===== config.mk =====
export PLATFORM = sky130hd
export DESIGN_NAME = alien_hit_detector
export DESIGN_NICKNAME = d
export VERILOG_FILES = /design/src/rtl/alien_hit_detector_pkg.sv /design/src/rtl/alien_hit_detector_hitbox_check.sv /design/src/rtl/alien_hit_detector.sv
export SDC_FILE = /design/constraint.sdc
export NUM_CORES = 1
export LEC_CHECK = 0
export ABC_AREA = 1
export CORE_UTILIZATION = 45
export CTS_CLUSTER_SIZE = 24
export DETAILED_ROUTE_END_ITERATION = 10
export PLACE_DENSITY = 0.65
export REMOVE_ABC_BUFFERS = 1
export SETUP_SLACK_MARGIN = 0.15
export SLEW_MARGIN = 10
export SYNTH_ARGS = -nofsm -noshare
export SYNTH_HDL_FRONTEND = slang
export SYNTH_SLANG_ARGS = --single-unit

===== constraint.sdc =====
create_clock -name clk -period 5.9 [get_ports clk]
set_input_delay 1.18 -clock clk [delete_from_list [all_inputs] [get_ports clk]]
set_output_delay 1.18 -clock clk [all_outputs]
set_load 0.02 [all_outputs]

===== src/rtl/alien_hit_detector_pkg.sv =====
// Shared game constants: screen size, laser park position, formation defaults, row scoring.
// No logic of its own. Used by the hit detector and the laser stage.
// No flow control.
package alien_hit_detector_pkg;

    localparam int SCREEN_WIDTH  = 640;
    localparam int SCREEN_HEIGHT = 480;

    // The laser stage parks an idle shot at the bottom-right pixel
    localparam logic [9:0] LASER_PARK_X = 10'(SCREEN_WIDTH - 1);
    localparam logic [9:0] LASER_PARK_Y = 10'(SCREEN_HEIGHT - 1);

    localparam int DEF_ROWS = 5;
    localparam int DEF_COLS = 8;

    localparam logic [15:0] ROW_PTS_TOP = 16'd30;
    localparam logic [15:0] ROW_PTS_MID = 16'd20;
    localparam logic [15:0] ROW_PTS_LOW = 16'd10;

    typedef enum logic [1:0] {
        IDLE = 2'd0,
        SCAN = 2'd1,
        KILL = 2'd2
    } scan_state_t;

    function automatic logic [15:0] row_points(input int row);
        if (row == 0)
            return ROW_PTS_TOP;
        else if (row <= 2)
            return ROW_PTS_MID;
        else
            return ROW_PTS_LOW;
    endfunction

endpackage


===== src/rtl/alien_hit_detector_hitbox_check.sv =====
// Point-in-box test with half-open extents: bx <= px < bx+bw, by <= py < by+bh.
// Purely combinational, zero latency.
// No flow control.
module hitbox_check #(
    parameter int W = 11
) (
    input  logic [W-1:0] px,
    input  logic [W-1:0] py,
    input  logic [W-1:0] bx,
    input  logic [W-1:0] by,
    input  logic [W-1:0] bw,
    input  logic [W-1:0] bh,
    output logic         hit
);

    assign hit = (px >= bx) && (px < bx + bw) &&
                 (py >= by) && (py < by + bh);

endmodule


===== src/rtl/alien_hit_detector.sv =====
// Sequential laser-vs-formation hit test; one alien per clock, first hit kills and scores.
// Latency: tick to kill visible is at most ROWS*COLS+2 cycles.
// No backpressure; ticks must be spaced at least ROWS*COLS+2 cycles apart.
module alien_hit_detector
    import alien_hit_detector_pkg::*;
#(
    parameter int ROWS    = DEF_ROWS,
    parameter int COLS    = DEF_COLS,
    parameter int CELL_W  = 48,
    parameter int CELL_H  = 32,
    parameter int ALIEN_W = 32,
    parameter int ALIEN_H = 20
) (
    input  logic                 clk,
    input  logic                 reset,
    input  logic                 enable,
    input  logic                 newWave,
    input  logic [9:0]           xLaser,
    input  logic [9:0]           yLaser,
    input  logic [9:0]           xAliens,
    input  logic [9:0]           yAliens,
    output logic                 killingAlien,
    output logic [ROWS*COLS-1:0] aliveMask,
    output logic [15:0]          score,
    output logic                 allDead
);

    localparam int N  = ROWS * COLS;
    localparam int IW = (N > 1) ? $clog2(N) : 1;
    localparam int CW = (COLS > 1) ? $clog2(COLS) : 1;
    localparam int RW = (ROWS > 1) ? $clog2(ROWS) : 1;

    scan_state_t   state;
    logic [N-1:0]  alive_q;
    logic [15:0]   score_q;
    logic          killing_q;
    logic [IW-1:0] idx;
    logic [CW-1:0] col;
    logic [RW-1:0] row;
    logic [10:0]   ax_q;
    logic [10:0]   ay_q;
    logic [10:0]   x0_q;
    logic [10:0]   lx_q;
    logic [10:0]   ly_q;
    logic [IW-1:0] hit_idx;
    logic [RW-1:0] hit_row;
    logic          box_hit;
    logic          parked;
    logic [15:0]   pts;
    logic [16:0]   score_sum;

    hitbox_check #(.W(11)) u_hitbox (
        .px  (lx_q),
        .py  (ly_q),
        .bx  (ax_q),
        .by  (ay_q),
        .bw  (11'(ALIEN_W)),
        .bh  (11'(ALIEN_H)),
        .hit (box_hit)
    );

    assign parked = (xLaser == LASER_PARK_X) && (yLaser == LASER_PARK_Y);

    always_comb begin
        pts       = row_points(int'(hit_row));
        score_sum = {1'b0, score_q} + {1'b0, pts};
    end

    always_ff @(posedge clk) begin
        if (reset) begin
            state     <= IDLE;
            alive_q   <= '1;
            score_q   <= '0;
            killing_q <= 1'b0;
            idx       <= '0;
            col       <= '0;
            row       <= '0;
            ax_q      <= '0;
            ay_q      <= '0;
            x0_q      <= '0;
            lx_q      <= '0;
            ly_q      <= '0;
            hit_idx   <= '0;
            hit_row   <= '0;
        end else if (newWave) begin
            alive_q   <= '1;
            killing_q <= 1'b0;
            state     <= IDLE;
        end else begin
            // Any tick consumes the flag; a kill landing on the same cycle re-asserts it below
            if (enable)
                killing_q <= 1'b0;

            case (state)
                IDLE: begin
                    if (enable && !parked && (alive_q != '0)) begin
                        lx_q  <= {1'b0, xLaser};
                        ly_q  <= {1'b0, yLaser};
                        x0_q  <= {1'b0, xAliens};
                        ax_q  <= {1'b0, xAliens};
                        ay_q  <= {1'b0, yAliens};
                        idx   <= '0;
                        col   <= '0;
                        row   <= '0;
                        state <= SCAN;
                    end
                end
                SCAN: begin
                    if (alive_q[idx] && box_hit) begin
                        hit_idx <= idx;
                        hit_row <= row;
                        state   <= KILL;
                    end else if (idx == IW'(N - 1)) begin
                        state <= IDLE;
                    end else begin
                        idx <= idx + IW'(1);
                        // Box origin walks with the index instead of being multiplied out
                        if (col == CW'(COLS - 1)) begin
                            col  <= '0;
                            row  <= row + RW'(1);
                            ax_q <= x0_q;
                            ay_q <= ay_q + 11'(CELL_H);
                        end else begin
                            col  <= col + CW'(1);
                            ax_q <= ax_q + 11'(CELL_W);
                        end
                    end
                end
                KILL: begin
                    alive_q[hit_idx] <= 1'b0;
                    killing_q        <= 1'b1;
                    score_q          <= score_sum[16] ? 16'hFFFF : score_sum[15:0];
                    state            <= IDLE;
                end
                default: state <= IDLE;
            endcase
        end
    end

    assign aliveMask    = alive_q;
    assign score        = score_q;
    assign killingAlien = killing_q;
    assign allDead      = (alive_q == '0);

endmodule

After elaboration in Yosys (flattened, before gate mapping):

Index checks and enable logic that the tools add are counted.

* register bits after elaboration: 132

* $add $sub $neg: 8
* $lt $le $gt $ge: 8
* eq/ne operators: 11
* multiplexer cells: 36
* bitwise operators: 3
* reductions and logical operators: 22

Operators by type and width (number)
* $mux 11: 8
* $pmux 11 s2: 2
* $and 40x40->40: 1
* $logic_not 40->1: 1
* $not 40->40: 1
* $reduce_bool 40->1: 1
* $add 11x6->11 const B: 3
* $ge 10x11->1: 2
* $lt 10x11->1: 2
* $mux 3: 7
* $mux 6: 3
* $add 16x16->17: 1
* $mux 16: 1
* $lt 6x7->1 const B: 2
* $pmux 3 s2: 2
* $pmux 6 s2: 1
* $add 11x5->11 const B: 1
* $eq 10x10->1 const B: 1
* $eq 10x9->1 const B: 1
* $mux 5: 2
* $logic_and 1x1->1: 8
* $ne 2x2->1 const B: 4
* $add 3x1->3 const B: 2
* $add 6x1->6 const B: 1
* other kinds (22): 30

Logic depth before layout (Yosys ltp):

* depth in word-level cells: 8
* gate-level depth with buffers: 19
* gate-level depth less buffers: 17

By module:

From an unflattened synthesis, not the netlist that was laid out.

* cells, all modules: 1274
* area total of the unflattened synthesis: 8493.1 um^2

Modules (own cells, without submodules)
* alien_hit_detector: instances 1, cells an instance 941, area each 6391.1 um^2
* hitbox_check: instances 1, cells an instance 333, area each 2102.0 um^2

Least setup slack after synthesis:

No wires, ideal clock.

* kind: in2reg
* start point: input yLaser[4]
* end point: register lx_q[9]
* arrival: 2415 ps
* setup slack: 3356 ps
* cell stages on the path: 12
* buffers on the path: 1
* cells stage by stage: inv_1 nor4_1 nand3_1 nor2_1 nor2_1 nand2_1 inv_1 nand3_1 inv_2 clkbuf_1 o21ai_0 a21oi_1

* cells in the longest elaborated chain, start to end: 6

RTL lines
* start, declared: RTL line alien_hit_detector.sv:19 `input logic [9:0] yLaser,`
* $eq 10x9->1: RTL line alien_hit_detector.sv:62 `assign parked = (xLaser == LASER_PARK_X) && (yLaser == LASER_PARK_Y);`
* $logic_and 1x1->1: RTL line alien_hit_detector.sv:62
* $logic_not 1->1: RTL line alien_hit_detector.sv:96 `if (enable && !parked && (alive_q != '0)) begin`
* $logic_and 1x1->1 (2 in a row): RTL line alien_hit_detector.sv:96
* $reduce_and 3->1 (no line)
* end signal, assigned: RTL line alien_hit_detector.sv:97 `lx_q <= {1'b0, xLaser};`
* end, declared: RTL line alien_hit_detector.sv:43 `logic [10:0] lx_q;`

Every way passes these cells.
A chain may end at the register's enable or synchronous reset.

Final worst setup path:

* start point: input yLaser[4]
* end point: register ly_q[4]

* cells in the longest elaborated chain, start to end: 6

RTL lines
* $eq 10x9->1: RTL line alien_hit_detector.sv:62
* $logic_and 1x1->1: RTL line alien_hit_detector.sv:62
* $logic_not 1->1: RTL line alien_hit_detector.sv:96
* $logic_and 1x1->1 (2 in a row): RTL line alien_hit_detector.sv:96
* $reduce_and 3->1 (no line)
* end signal, assigned: RTL line alien_hit_detector.sv:98 `ly_q <= {1'b0, yLaser};`
* end, declared: RTL line alien_hit_detector.sv:44 `logic [10:0] ly_q;`

Parallel ways exist; a longest one is shown, timed or not.

==> results.toml <==
[run_status]
status = "complete, no violations"

[sta]
maxClockFrequency_mhz = 273.4
relSlewSlack = 0.3717
period_minus_slack_ns = 3.657
min_period_over_period = 0.6199
holdWs_ns = 0.4619
final.setup_skew_ns = 0.008013
hold_violations = 0
report.final.slew_viol_count = 0
finalSetupViolations = 0
setup_tns_ns = 0
rsz0062_at_grt = "no"
worst_slew_pin_slew_ns = 0.9415

[setup_path]
path_class = "in2reg"
start_kind = "primary input"
cp_slowest_cell = "clkdlybuf4s50_1"
cp.depth = 12
end_kind = "register"
crit_fanout = 37
cp_cell_sequence = "clkdlybuf4s50_1, inv_1, nor4_1, nand3_1, nor2_1, nor2_1, nand2_1, inv_1, nand3_1, inv_2, o21ai_0, a21oi_1"
critical_path_buf_inv_count = 4
worst-r2r-cell-count = 14
cpPeakStageDelay_ns = 0.45
cp.required_ns = 6.18
cp_top_family = "simple AND/OR/NAND/NOR gates"
arrival_ns = 3.93

[detailed_routing]
first_pass_iters = 4
vias = 7228
routed_wl_um = 19610
wire_per_inst_um = 13.90
vias_per_cell = 5.123
drt_iter0_markers = 485
drt_drc_violations_left = 0
ant_nets = 0

[placed_design]
portBuffers = 101
dp_hpwl_um = 14040
gp_congestion = 0.8698

[clock_tree]
cts.repair.resized = 0
path_clk_slew_ns = 0.05
cts_sinks = 132
cts_buffers = 17
cts_tree = "done"
cts.htree.levels = 4
postCtsSetupRepairBufs = 0
cts-root-buf = "clkbuf_16"
insertion_delay_ns = 0.42
cts_hold_buf = 0
clk_path_buf_depth = 2

[yosys]
ys_seq_elements = 132
synthCells = 1102
synthesis.area_um2 = 7446
ys_types = 42
synth_most_common_cell = "nand2_1"
synth-edff-count = 0
async_reset_ff_frac = 0
yosys.area.top_type = "dfxtp_1"
ys.flop_type = "dfxtp_1"
ys_seq_area_frac = 0.3549
ys_warn_count = 0
ys_top_cells_by_area = "dfxtp_1 35%, nand2_1 13%, ha_1 7.7%"
synth_top_area_frac = 0.3549
syn_area_per_cell_um2 = 6.757
yosys-top-cells-count = "258 x nand2_1, 151 x nor2_1, 132 x dfxtp_1"

[floorplan]
core.rowCount = 46
dieArea_um2 = 17060
die_x_um = 130.6
top_level_ports = 102
start_util = 0.4654
core_um2 = 16000
die_h_um = 130.6

[global_routing]
grt_pass1_wl_um = 32490
grt_antenna_before_repair = 0
grtUsageTotal = 0.2432
grt_pass1_vias = 6603
grt.overflow.total = 0
grt_max_degree = 57

[final_layout]
nets = 1274
area_growth_pct = 22.75
layout-drive-gt1-share = 0.04770
antenna_cells = 0

[power]
fin_total_pwr_uw = 2330
ir_worst_vdd_mv = 0.2151
cellLeakagePower_uw = 0.004139
power.density_nw_per_um2 = 254.9

[hold_path]
worstHoldPathType = "reg2reg"
hold_path_depth = 2

[job]
cap_violations = 0
-- cells in the final DEF (no fill, tap or decap), types with 2 or more instances in the layout --
master,instances
nor2_4,2
clkdlybuf4s50_1,101
buf_4,5
clkbuf_16,17
xor2_1,17
xnor2_1,4
o21a_1,3
a31oi_1,2
clkbuf_1,2
dfxtp_1,132
clkinv_2,4
inv_2,4
o21ai_0,108
nand2_1,258
nor3_1,10
a21oi_2,2
nand3_2,3
nor2_2,3
mux2i_1,2
nand3_1,67
nor2_1,150
clkbuf_8,3
ha_1,46
nor4_1,7
or2_2,3
nand4_1,45
a21oi_1,50
clkinvlp_4,2
inv_1,117
o211ai_1,3
nand2_2,4
a21boi_0,2
o31ai_1,2
bufinv_16,2
-- report_power, final --
group | total (uW) | switching (uW) | internal, uW
combinational | 329 | 198 | 131
sequential | 962 | 36.5 | 926
clock | 1040 | 389 | 650
total | 2330 | 623 | 1710
-- layer usage --
| layer | routed length (um) | vias to the layer above | global-route usage |
|---|---|---|---|
| met5 | 0 | - | 0 |
| met4 | 530 | 0 | 0.1089 |
| met3 | 873 | 37 | 0.03990 |
| met2 | 9005 | 193 | 0.4031 |
| met1 | 9204 | 3224 | 0.3107 |
| li1 | - | 3774 | - |
-- logic make-up after synthesis --
logic type	synth area share
flip-flops	0.3549
multiplexers	0.002689
AO/OA/AOI/OAI	0.1250
AND/OR/NAND/NOR	0.3241
buffers and inverters	0.08855
adder cells (fa/ha/maj)	0.07999
XOR/XNOR	0.02470
-- state kept, by name (all words and copies together), names as in the netlist --
| register | flops |
|---|---|
| hit_idx | 6 |
| lx_q | 10 |
| ax_q | 11 |
| killingAlien | 1 |
| state | 2 |
| aliveMask | 40 |
| score | 16 |
| col | 3 |
| ly_q | 10 |
| idx | 6 |
| hit_row | 3 |
| ay_q | 11 |
| row | 3 |
| x0_q | 10 |
-- final timing paths --
check | startpoint | to | slack (ns)
worst min register to register | lx_q[0]$_SDFFE_PP0P_ | lx_q[0]$_SDFFE_PP0P_ | 0.46
worst max register to register | ax_q[5]$_SDFFE_PP0P_ | ay_q[8]$_SDFFE_PP0P_ | 2.44
worst min-delay path | lx_q[0]$_SDFFE_PP0P_ | lx_q[0]$_SDFFE_PP0P_ | 0.46
worst max-delay path | yLaser[4] | ly_q[4]$_SDFFE_PP0P_ | 2.24
-- worst register-to-register path: cells and delay by family, from the launching register on --
family | cells | cell delay, ns
buffers and inverters | 2 | 0.21
AOI/OAI and AO/OA | 2 | 0.39
DFF | 1 | 0.37
and+or+nand+nor | 8 | 1.78
adders and majority gates | 2 | 0.63
-- stage by stage --
step | cells | instance area, um2 | util | setup slack (ns)
detailed placement | 1380 | 8562 | 0.5351 | 1.763
CTS | 1411 | 9140 | 0.5712 | 2.177
finish | 1411 | 9140 | 0.5712 | 2.243
global placement | 1380 | 8562 | 0.5351 | 1.799
floorplan | 1058 | 7241 | - | 2.874
global route | 1411 | 9140 | 0.5712 | 1.903
-- cell type report --
type	count	area (um2)
Fill cell	1596	6860
Multi-Input combinational cell	805	4146
Sequential cell	132	2643
Timing Repair Buffer	106	1049
Clock buffer	22	474.2
Inverter	121	454.2
Tap cell	216	270.3
Clock inverter	9	103.9
Power figures use the tool's default switching activity.
==> RTL edit 1 (same settings) <==
Add an input register stage for `enable`, `newWave`, `xLaser`, `yLaser`, `xAliens` and `yAliens`, without a reset; this delays them by one clock.
--- a/src/rtl/alien_hit_detector.sv
+++ b/src/rtl/alien_hit_detector.sv
@@ -32,2 +32,18 @@
 
+    logic enable_q;
+    logic newWave_q;
+    logic [9:0] xLaser_q;
+    logic [9:0] yLaser_q;
+    logic [9:0] xAliens_q;
+    logic [9:0] yAliens_q;
+
+    always_ff @(posedge clk) begin
+        enable_q  <= enable;
+        newWave_q <= newWave;
+        xLaser_q  <= xLaser;
+        yLaser_q  <= yLaser;
+        xAliens_q <= xAliens;
+        yAliens_q <= yAliens;
+    end
+
     scan_state_t   state;
@@ -61,3 +77,3 @@
 
-    assign parked = (xLaser == LASER_PARK_X) && (yLaser == LASER_PARK_Y);
+    assign parked = (xLaser_q == LASER_PARK_X) && (yLaser_q == LASER_PARK_Y);
 
@@ -84,3 +100,3 @@
             hit_row   <= '0;
-        end else if (newWave) begin
+        end else if (newWave_q) begin
             alive_q   <= '1;
@@ -90,3 +106,3 @@
             // Any tick consumes the flag; a kill landing on the same cycle re-asserts it below
-            if (enable)
+            if (enable_q)
                 killing_q <= 1'b0;
@@ -95,8 +111,8 @@
                 IDLE: begin
-                    if (enable && !parked && (alive_q != '0)) begin
-                        lx_q  <= {1'b0, xLaser};
-                        ly_q  <= {1'b0, yLaser};
-                        x0_q  <= {1'b0, xAliens};
-                        ax_q  <= {1'b0, xAliens};
-                        ay_q  <= {1'b0, yAliens};
+                    if (enable_q && !parked && (alive_q != '0)) begin
+                        lx_q  <= {1'b0, xLaser_q};
+                        ly_q  <= {1'b0, yLaser_q};
+                        x0_q  <= {1'b0, xAliens_q};
+                        ax_q  <= {1'b0, xAliens_q};
+                        ay_q  <= {1'b0, yAliens_q};
                         idx   <= '0;
Behaviour: not the same (Yosys sat finds a counterexample within 4 cycles, from zero or initial values and one cycle with reset high).
==> RTL edit 1 against the original RTL <==
Final area increased by 9.0%; sequential cell count rose by 42; highest routed layer unchanged; critical path type is now reg2out; wire length about the same; worst setup slack gained 0.26 ns; largest cell class unchanged; synthesized area is 11% higher; total power up 16%; die area grew 11%.
==> RTL edit 1: results <==
set metrics [dict create \
    maximum_vdd_drop_uv 203.3 \
    place_area_sq_um 9376 \
    use_met1 0.2861 \
    wl_per_cell_microns 13.45 \
    outcome "complete, no violations" \
    placedCellCount 1426 \
    grt_pass1_wl_microns 32240 \
    total_power_mw 2.703 \
    synth_compound_area_frac 0.1165 \
    seq_area_frac_synth 0.4223 \
    reg2reg_setup_slack_ns 2.87 \
    synth_top_cells_by_area "dfxtp_1 42%, nand2_1 12%, nor2_1 7.3%" \
    syn2layout_area_growth_pct 20.74 \
    max_slew_margin 0.3293 \
    wl_microns 19610 \
    place.gp.congestion 0.8495 \
    critical-path-max-stage-delay_ns 0.59 \
    timing.reg2reg.worst_path_depth 16 \
    seq_cell_count 174 \
    placement.setup.worst_slack_ns 2.826 \
    grt.total_usage 0.2179 \
    met3_length_microns 800 \
    layout.non_clock_inverters 111 \
    place.detailed.hpwl_microns 13920 \
    gr-usage-met2 0.3587 \
    drt_first_pass_iters 5 \
    area.sequential_sq_um 3483 \
    multi_input_area_sq_um 4141 \
    post_drt_via_cell_ratio 5.075 \
    reg_clk_slew_reported_paths_ns 0.07 \
    layout.comb_gates.multi_input 806 \
    worst_r2r_startpoint "ay_q[2]$_SDFFE_PP0P_" \
    dr.first_iter.drc_count 446 \
    clock_cell_area_share 0.05842 \
    final_layout_size_suffix_gt1_frac 0.04394 \
    grtUsageMet3 0.03569 \
    leakage_nw 4.306 \
    finClkSkew_ns 0.007586 \
    num-clock-buffers 19 \
    synth_area_per_cell_sq_um 7.273 \
    min-delay-start "xLaser_q[6]$_DFF_P_" \
    wl_met1_microns 9330 \
    path_max_fanout 4 \
    grt_pass1_vias 6694 \
    hold_end "lx_q[6]$_SDFFE_PP0P_" \
    synth_common_cells "259 x nand2_1, 174 x dfxtp_1, 160 x nor2_1" \
    clockNetworkPower_mw 1.11 \
    buf_share 0.1053 \
]
==> RTL edit 1: changes by cell type in the layout (fill, tap and decap cells not counted), moves of 3 or more <==
cell,change
inv_1,-15
nand3_1,-6
nand3_2,-3
o31ai_1,+4
clkinv_1,+5
nor4_1,-4
a21oi_1,+11
o21ai_0,-9
nor2_1,+9
dfxtp_1,+42
==> RTL edit 1: worst max-delay path by stage <==
stage | startpoint | end | slack [ns]
after global placement | reset | row[1]$_SDFFE_PP0P_ | 2.84
after detailed placement | reset | row[0]$_SDFFE_PP0P_ | 2.83
after floorplan | reset | killingAlien$_SDFFE_PP0P_ | 3.05
final | aliveMask[8]$_SDFFE_PP1P_ | allDead | 2.50
after CTS | aliveMask[8]$_SDFFE_PP1P_ | allDead | 2.48
after global routing | aliveMask[18]$_SDFFE_PP1P_ | allDead | 2.34
==> RTL edit 1: worst min-delay path: stages, from the launching register on <==
cell and delay [ns]:
dfxtp_1 0.29, inv_1 0.06, a21oi_1 0.05
==> RTL edit 2 (config.mk and constraints unchanged) <==
Without the edit above. The package constant `DEF_ROWS` goes from 5 to 10.
--- a/src/rtl/alien_hit_detector_pkg.sv
+++ b/src/rtl/alien_hit_detector_pkg.sv
@@ -12,3 +12,3 @@
 
-    localparam int DEF_ROWS = 5;
+    localparam int DEF_ROWS = 10;
     localparam int DEF_COLS = 8;
Ports: changed (resized aliveMask); port bits go from 102 to 142. The function was not compared with the original's and may differ.
==> RTL edit 2 against the original RTL <==
Sequential cell count rose by 44; final area rose by 26%; total power rose by 25%; clock power rose by 22%; wire length rose by 36%; synthesized area rose by 26%; non-clock buffer count rose by 43; worst setup slack got worse by 0.042 ns; first-iteration DRC count rose by 33%; sequential share of layout area rose by 1.6 points; die area rose by 25%; sequential power rose by 31%.
==> RTL edit 2: results <==
set metrics [dict create \
    placement.setup.worst_slack_ns 2.279 \
    n_fill_cell 1975 \
    final_layout_size_suffix_gt1_frac 0.04427 \
    port-buffer-count 141 \
    place.detailed.hpwl_microns 18400 \
    synth_common_cells "332 x nand2_1, 176 x dfxtp_1, 156 x nor2_1" \
    path_max_fanout 4 \
    dr.first_iter.drc_count 643 \
    grt.total_usage 0.2529 \
    min-delay-start "score[0]$_SDFFE_PP0P_" \
    seq_cell_power_mw 1.26 \
    hold_end "score[0]$_SDFFE_PP0P_" \
    finClkSkew_ns 0.01043 \
    power_switching_share 0.2686 \
    reg2reg_setup_slack_ns 2.21 \
    place.gp.congestion 0.8725 \
    power.internal_mw 2.122 \
    worst_r2r_startpoint "idx[1]$_SDFFE_PP0P_" \
    syn-instance-count 1370 \
    reg_clk_slew_reported_paths_ns 0.07 \
    worst_ep_arrival_time_ns 2.52 \
    grt_pass1_vias 8607 \
    outcome "complete, no violations" \
    power.share.combinational 0.129 \
    largest_net_degree_at_the_start_of_global_routing 50 \
    wl_microns 26610 \
    final_nets 1569 \
    drt_first_pass_iters 7 \
    vias 9414 \
    grt_pass1_wl_microns 43860 \
    worstMarginPinSlew_ns 1.083 \
    largest_register_ffs 80 \
    mux_cell_area_share_after_synthesis 0.001069 \
    synth_adder_area_share 0.06361 \
    synth_compound_area_frac 0.1262 \
    yosysUniqueCellTypes 46 \
    synth_top_cells_by_area "dfxtp_1 38%, nand2_1 13%, o21ai_0 7.8%" \
    post_drt_via_cell_ratio 5.346 \
    antenna_found_initial 0 \
    placedCellCount 1729 \
    timing.reg2reg.worst_path_depth 13 \
    xor_xnor_share_of_the_synthesized_area 0.01964 \
    reg2reg_to "ax_q[6]$_SDFFE_PP0P_" \
    seq_area_frac_synth 0.3763 \
    leakage_nw 4.991 \
]
## RTL edit 2: metal layers
layer | wire, microns | track usage | vias to the layer above
met3 | 1430 | 0.03906 | 31
met4 | 431 | 0.08229 | 0
met1 | 12360 | 0.3384 | 4344
met2 | 12390 | 0.4160 | 292
li1 | - | - | 4747
met5 | 0 | 0 | -
## RTL edit 2: how the worst max path moves through the flow
stage,to,slack [ns],from,cells after the start
floorplan,killingAlien$_SDFFE_PP0P_,1.75,reset,3
global route,ax_q[7]$_SDFFE_PP0P_,1.90,idx[1]$_SDFFE_PP0P_,13
CTS,allDead,2.22,aliveMask[28]$_SDFFE_PP1P_,6
detailed placement,ax_q[6]$_SDFFE_PP0P_,2.28,idx[1]$_SDFFE_PP0P_,13
finish,allDead,2.20,aliveMask[28]$_SDFFE_PP1P_,6
global placement,aliveMask[32]$_SDFFE_PP1P_,2.33,newWave,4
## RTL edit 2: worst max-delay path: stages (launching register included)
cell and delay, ns:
dfxtp_1 0.35, nor4_1 0.29, nand3b_1 0.11, nor2_1 0.28
nand3_1 0.31, inv_1 0.13, clkdlybuf4s50_1 0.61
## RTL edit 2: metrics by stage
step           hold WS (ns)  instance area, sq um  utilization
2_1_floorplan        0.4775                  9082            -
3_3_place_gp         0.4381                 10900       0.5372
3_5_place_dp         0.4404                 10900       0.5372
4_1_cts              0.4512                 11560       0.5693
5_1_grt              0.4732                 11560       0.5693
6_report             0.4477                 11560       0.5693
## RTL edit 2: area by class of cell
| class | count | share of cell area |
|---|---|---|
| multi-input cells | 1000 | 0.4386 |
| flip-flops and latches | 176 | 0.3049 |
| repair buffers | 149 | 0.1273 |
| inverters | 134 | 0.04353 |
| clock buffers | 17 | 0.03681 |
| well taps | 270 | 0.02923 |
| clock inverters | 15 | 0.01960 |
